<file path="config.mk">
export PLATFORM = sky130hd
export DESIGN_NAME = rotary_encoder_ctrl
export DESIGN_NICKNAME = d
export VERILOG_FILES = /design/src/rtl/rotary_encoder_ctrl.sv
export SDC_FILE = /design/constraint.sdc
export NUM_CORES = 1
export LEC_CHECK = 0
export ABC_CLOCK_PERIOD_IN_PS = 6800
export CAP_MARGIN = 15
export CORE_MARGIN = 1.5
export CORE_UTILIZATION = 50
export CTS_CLUSTER_SIZE = 40
export DETAILED_ROUTE_END_ITERATION = 10
export PLACE_DENSITY = 0.69
export SLEW_MARGIN = 15
export SYNTH_ARGS = -nofsm -noshare
export SYNTH_HDL_FRONTEND = slang
export SYNTH_SLANG_ARGS = --single-unit
</file>
<file path="constraint.sdc">
create_clock -name clk -period 6.8 [get_ports clk]
set_input_delay 1.36 -clock clk [delete_from_list [all_inputs] [get_ports clk]]
set_output_delay 1.36 -clock clk [all_outputs]
set_load 0.005 [all_outputs]
</file>
<file path="src/rtl/rotary_encoder_ctrl.sv">
// Quadrature rotary-encoder front end: 2-flop synchronisers, per-input debounce,
// full-detent quadrature decode, bounded position register and debounced push-button.
module rotary_encoder_ctrl #(
  parameter int DB_TICKS   = 250000,
  parameter int POS_W      = 3,
  parameter int POS_MIN    = 0,
  parameter int POS_MAX    = 6,
  parameter int POS_INIT   = 3,
  parameter int WRAP       = 0,
  parameter int BTN_RELOAD = 1
) (
  input  logic             clk,
  input  logic             rst,
  input  logic             enc_a,
  input  logic             enc_b,
  input  logic             btn,
  output logic [POS_W-1:0] pos,
  output logic             step_cw,
  output logic             step_ccw,
  output logic             btn_press,
  output logic             btn_level,
  output logic             at_min,
  output logic             at_max,
  output logic             enc_err
);

  localparam int CNT_W = $clog2(DB_TICKS);
  localparam logic [CNT_W-1:0] CNT_LAST = CNT_W'(DB_TICKS - 1);
  localparam logic [POS_W-1:0] P_MIN  = POS_W'(POS_MIN);
  localparam logic [POS_W-1:0] P_MAX  = POS_W'(POS_MAX);
  localparam logic [POS_W-1:0] P_INIT = POS_W'(POS_INIT);

  // Channel bit order everywhere: [2] = btn, [1] = A, [0] = B. Encoder lines idle high.
  localparam logic [2:0] CH_RST = 3'b011;

  // ---------------------------------------------------------------- synchroniser
  logic [2:0] sync1_q, sync2_q;

  always_ff @(posedge clk or posedge rst) begin
    if (rst) begin
      sync1_q <= CH_RST;
      sync2_q <= CH_RST;
    end else begin
      sync1_q <= {btn, enc_a, enc_b};
      sync2_q <= sync1_q;
    end
  end

  // ---------------------------------------------------------------- debounce
  logic [2:0]       db_q, db_d;
  logic [CNT_W-1:0] cnt_q [3];
  logic [CNT_W-1:0] cnt_d [3];

  always_comb begin
    db_d = db_q;
    for (int i = 0; i < 3; i++) begin
      cnt_d[i] = '0;
      if (sync2_q[i] != db_q[i]) begin
        if (cnt_q[i] == CNT_LAST) begin
          db_d[i] = sync2_q[i];
        end else begin
          cnt_d[i] = cnt_q[i] + 1'b1;
        end
      end
    end
  end

  always_ff @(posedge clk or posedge rst) begin
    if (rst) begin
      db_q <= CH_RST;
      for (int i = 0; i < 3; i++) cnt_q[i] <= '0;
    end else begin
      db_q <= db_d;
      for (int i = 0; i < 3; i++) cnt_q[i] <= cnt_d[i];
    end
  end

  // ---------------------------------------------------------------- quadrature decode
  logic [1:0]        ab_cur, ab_prev_q;
  logic signed [3:0] q_q, q_d, q_step;
  logic              cw_tr, ccw_tr, bad_tr, detent;
  logic              step_cw_d, step_ccw_d, enc_err_d;

  assign ab_cur = db_q[1:0];

  always_comb begin
    cw_tr  = 1'b0;
    ccw_tr = 1'b0;
    case ({ab_prev_q, ab_cur})
      4'b11_10, 4'b10_00, 4'b00_01, 4'b01_11: cw_tr  = 1'b1;
      4'b11_01, 4'b01_00, 4'b00_10, 4'b10_11: ccw_tr = 1'b1;
      default: ;
    endcase
  end

  assign bad_tr = (ab_prev_q ^ ab_cur) == 2'b11;
  assign detent = (cw_tr || ccw_tr) && (ab_cur == 2'b11);

  always_comb begin
    q_step = q_q;
    if (cw_tr)  q_step = q_q + 4'sd1;
    if (ccw_tr) q_step = q_q - 4'sd1;
  end

  // Only a full four-quarter excursion ending on the detent counts as a step.
  always_comb begin
    q_d        = q_step;
    step_cw_d  = 1'b0;
    step_ccw_d = 1'b0;
    enc_err_d  = 1'b0;
    if (bad_tr) begin
      q_d       = '0;
      enc_err_d = 1'b1;
    end else if (detent) begin
      q_d        = '0;
      step_cw_d  = (q_step == 4'sd4);
      step_ccw_d = (q_step == -4'sd4);
    end
  end

  // ---------------------------------------------------------------- button edge
  logic btn_prev_q, btn_rise;

  assign btn_rise = db_q[2] && !btn_prev_q;

  // ---------------------------------------------------------------- position
  logic [POS_W-1:0] pos_q, pos_d;

  always_comb begin
    pos_d = pos_q;
    if (step_cw_d) begin
      if (pos_q != P_MAX)  pos_d = pos_q + 1'b1;
      else if (WRAP != 0)  pos_d = P_MIN;
    end else if (step_ccw_d) begin
      if (pos_q != P_MIN)  pos_d = pos_q - 1'b1;
      else if (WRAP != 0)  pos_d = P_MAX;
    end
    // A reload overrides a simultaneous step; the step pulse itself still goes out.
    if ((BTN_RELOAD != 0) && btn_rise) pos_d = P_INIT;
  end

  logic step_cw_q, step_ccw_q, enc_err_q, btn_press_q, at_min_q, at_max_q;

  always_ff @(posedge clk or posedge rst) begin
    if (rst) begin
      ab_prev_q   <= 2'b11;
      q_q         <= '0;
      step_cw_q   <= 1'b0;
      step_ccw_q  <= 1'b0;
      enc_err_q   <= 1'b0;
      btn_prev_q  <= 1'b0;
      btn_press_q <= 1'b0;
      pos_q       <= P_INIT;
      at_min_q    <= (P_INIT == P_MIN);
      at_max_q    <= (P_INIT == P_MAX);
    end else begin
      ab_prev_q   <= ab_cur;
      q_q         <= q_d;
      step_cw_q   <= step_cw_d;
      step_ccw_q  <= step_ccw_d;
      enc_err_q   <= enc_err_d;
      btn_prev_q  <= db_q[2];
      btn_press_q <= btn_rise;
      pos_q       <= pos_d;
      at_min_q    <= (pos_d == P_MIN);
      at_max_q    <= (pos_d == P_MAX);
    end
  end

  assign pos       = pos_q;
  assign step_cw   = step_cw_q;
  assign step_ccw  = step_ccw_q;
  assign enc_err   = enc_err_q;
  assign btn_press = btn_press_q;
  assign btn_level = db_q[2];
  assign at_min    = at_min_q;
  assign at_max    = at_max_q;

endmodule

</file>
==> impl_metrics.json <==
{
  "p_sw_mw": 0.194,
  "hp-class": "flip-flop to flip-flop",
  "place_inst": 497,
  "cp_top_family": "flip-flops",
  "async_flop_share_pct": 100,
  "overflow": 0,
  "drv_cap": 0,
  "start_util_pct": 51.5,
  "core-area_um2": 7690,
  "grt_pass1_vias": 2712,
  "fin_crit_ns": 2.80,
  "root_buffer": "clkbuf_8",
  "worst_hold_slack_ns": 0.354,
  "synth_edf_count": 0,
  "critical_path.max_stage_delay_ns": 0.59,
  "avgSynthCellArea_um2": 10.1,
  "status": "completed",
  "rsz0062_at_grt": "no",
  "die_height_um": 92.0,
  "ys_ff_latch": 79,
  "period_share_pct": 41.2,
  "ys_seq_area_share_pct": 50.3,
  "yosysUniqueCellTypes": 52,
  "syn-num-nets": 406,
  "p_leak_nw": 1.85,
  "io_pins": 15,
  "power_density_nw_per_um2": 196,
  "clk_path_buf_depth": 2,
  "cts_buffers": 9,
  "seqPwrFrac_pct": 56.0,
  "synth_area_um2": 3960,
  "clkLatencyLatePin_ns": 0.35,
  "vias": 2674,
  "r2r_cells": 7,
  "critPathKind": "flip-flop to output port",
  "hold_path_depth": 0,
  "fp.dieW_um": 92.0,
  "place_congestion": 0.775,
  "layoutNonFillerInstCount": 513,
  "nNetsFinal": 420,
  "cts_resized": 0,
  "fin_util_pct": 57.0,
  "first_iter_violations": 118,
  "finalPower_mw": 0.859,
  "ant_nets": 0,
  "firstDrtPassIters": 4,
  "clock_sinks": 79,
  "clk_pin_slew_ns": 0.08,
  "synth_ff_type": "dfrtp_1",
  "p_clk_share_pct": 41.2,
  "num_antenna_cells": 0,
  "maxSlewViolCount": 0,
  "drt-total-wl_mm": 6.51,
  "synthTopCellsByArea": "dfrtp_1, nor2_1, dfstp_2",
  "port_buffers": 14,
  "htree_levels": 3,
  "cts_hold_buffers": 0,
  "setup_viol": 0,
  "ys_warn_count": 0,
  "grt_pass1_wl_mm": 11.9,
  "final.setup.tns_ns": 0,
  "clock_skew_ns": 0.00948,
  "via_per_inst": 5.21,
  "grt_max_degree": 80,
  "syn_inst": 392,
  "crit_buf_inv": 1,
  "wl_per_cell_um": 12.7,
  "slowest_stage": "dfstp_2",
  "fmax_mhz": 357,
  "flow.area_growth_from_synthesis_pct": 10.6,
  "worst_pin_slew_ns": 0.949,
  "drc": 0,
  "switching_share_pct": 22.6,
  "p_comb_share_pct": 2.8,
  "worst_setup_path_end_kind": "output port",
  "yosysTopAreaCell": "dfrtp_1",
  "max-slew-margin-rel_pct": 36.7,
  "required_ns": 5.44,
  "synth.top_cell.area_share_pct": 43.6,
  "post_cts_buffers": 0,
  "design.die.area_um2": 8460,
  "hold_viol_final": 0,
  "crit_chain": "clkdlybuf4s50_1",
  "drive_gt1_share_pct": 10.9,
  "start_kind": "flip-flop",
  "crit_arrival_ns": 1.44,
  "irDropWorstVdd_mv": 0.130,
  "dp_hpwl_mm": 4.29,
  "grt_usage_pct": 17.5,
  "p_int_mw": 0.665,
  "antenna_found_initial": 0,
  "crit_fanout": 5,
  "num_rows": 32,
  "crit_cells": 1,
  "cts_tree": "built"
}
## power groups by stage
stage | clock network, mW | registers [mW] | logic [mW]
after floorplan | 0 | 0.489 | 0.0187
after CTS | 0.369 | 0.481 | 0.0255
after global routing | 0.389 | 0.482 | 0.0297
final | 0.354 | 0.481 | 0.0243
after global placement | 0 | 0.490 | 0.0253
after detailed placement | 0 | 0.490 | 0.0253
## cells in the mapped netlist, types with 2 or more instances
cell type  number
a211oi_1        5
a21boi_0        2
a21oi_1         7
a22oi_1         2
a311oi_1        2
and3_1          8
and4_1          2
buf_1           3
buf_4           2
clkbuf_1        5
dfrtp_1        69
dfstp_2        10
ha_1            9
inv_1          14
mux2_2          3
mux2i_1         3
nand2_1        22
nand2b_1        3
nand3_1        30
nand3b_1        2
nand4_1         2
nor2_1         72
nor2b_1         4
nor3_1          9
nor3b_1         2
nor4_1          7
nor4_2          2
nor4b_1         3
o211a_1         3
o21ai_0         5
or2_2           2
or3_1           3
xnor2_1        28
xor2_1         29
## worst paths after layout
path,slack (ns),startpoint,to
setup / recovery,4.00,pos[1]$_DFF_PP1_,pos[1]
min in group asynchronous,1.62,rst,cnt_q[20]$_DFF_PP0_
setup reg to reg,4.05,db_q[1]$_DFFE_PP1P_,at_max$_DFF_PP0_
max in group asynchronous,4.57,rst,cnt_q[44]$_DFF_PP0_
hold reg to reg,0.35,sync1_q[2]$_DFF_PP0_,sync2_q[2]$_DFF_PP0_
hold / removal,0.35,sync1_q[2]$_DFF_PP0_,sync2_q[2]$_DFF_PP0_
## logic make-up (layout without fill, tap and decap cells)
family	after synthesis	after routing	share of synthesized area, %
and+or+nand+nor	182	182	23.3
adders and majority gates	9	9	2.84
AOI/OAI and AO/OA	30	30	5.34
DFF	79	79	50.3
buffers and inverters	26	45	2.88
xor gates and xnor gates	59	59	13.4
muxes	7	7	1.99
## per-stage QoR
stage | setup WS (ns) | instance area (um^2)
after floorplan | 3.43 | 3960
after global placement | 4.13 | 4170
after detailed placement | 4.07 | 4170
after CTS | 3.98 | 4380
after global routing | 3.89 | 4380
final | 4.00 | 4380
## final cells by class
class / instances / area (um^2)
clock buffers: 10 / 138
clock inverters: 6 / 67.6
fillers: 693 / 3310
inverters: 14 / 53.8
multi-input cells: 287 / 1860
flip-flops and latches: 79 / 1990
well taps: 102 / 128
repair buffers: 15 / 148
## state kept, by name, summed over array words and instances, names as in the netlist
name and count:
step_ccw 1, db_q 3, enc_err 1, cnt_q 54, at_max 1, sync1_q 3, at_min 1, ab_prev_q 2
pos 3, btn_prev_q 1, step_cw 1, q_q 4, sync2_q 3, btn_press 1
## metal layers
metal	GRT usage, %	vias to the layer above	part of all wire (%)
li1	-	1350	-
met1	22.9	1295	49
met2	28.1	22	47
met3	4.39	7	2.6
met4	6.41	0	1.3
met5	0	-	0
## cells in the final DEF (no fill, tap or decap), drive strengths merged, types with 7 or more instances in the layout
master / instances
a21oi: 7
and3: 9
clkbuf: 10
clkdlybuf4s50: 14
dfrtp: 69
dfstp: 10
ha: 9
inv: 14
nand2: 22
nand3: 30
nor2: 73
nor3: 10
nor4: 10
xnor2: 29
xor2: 30
(Power assumes the default switching activity.)
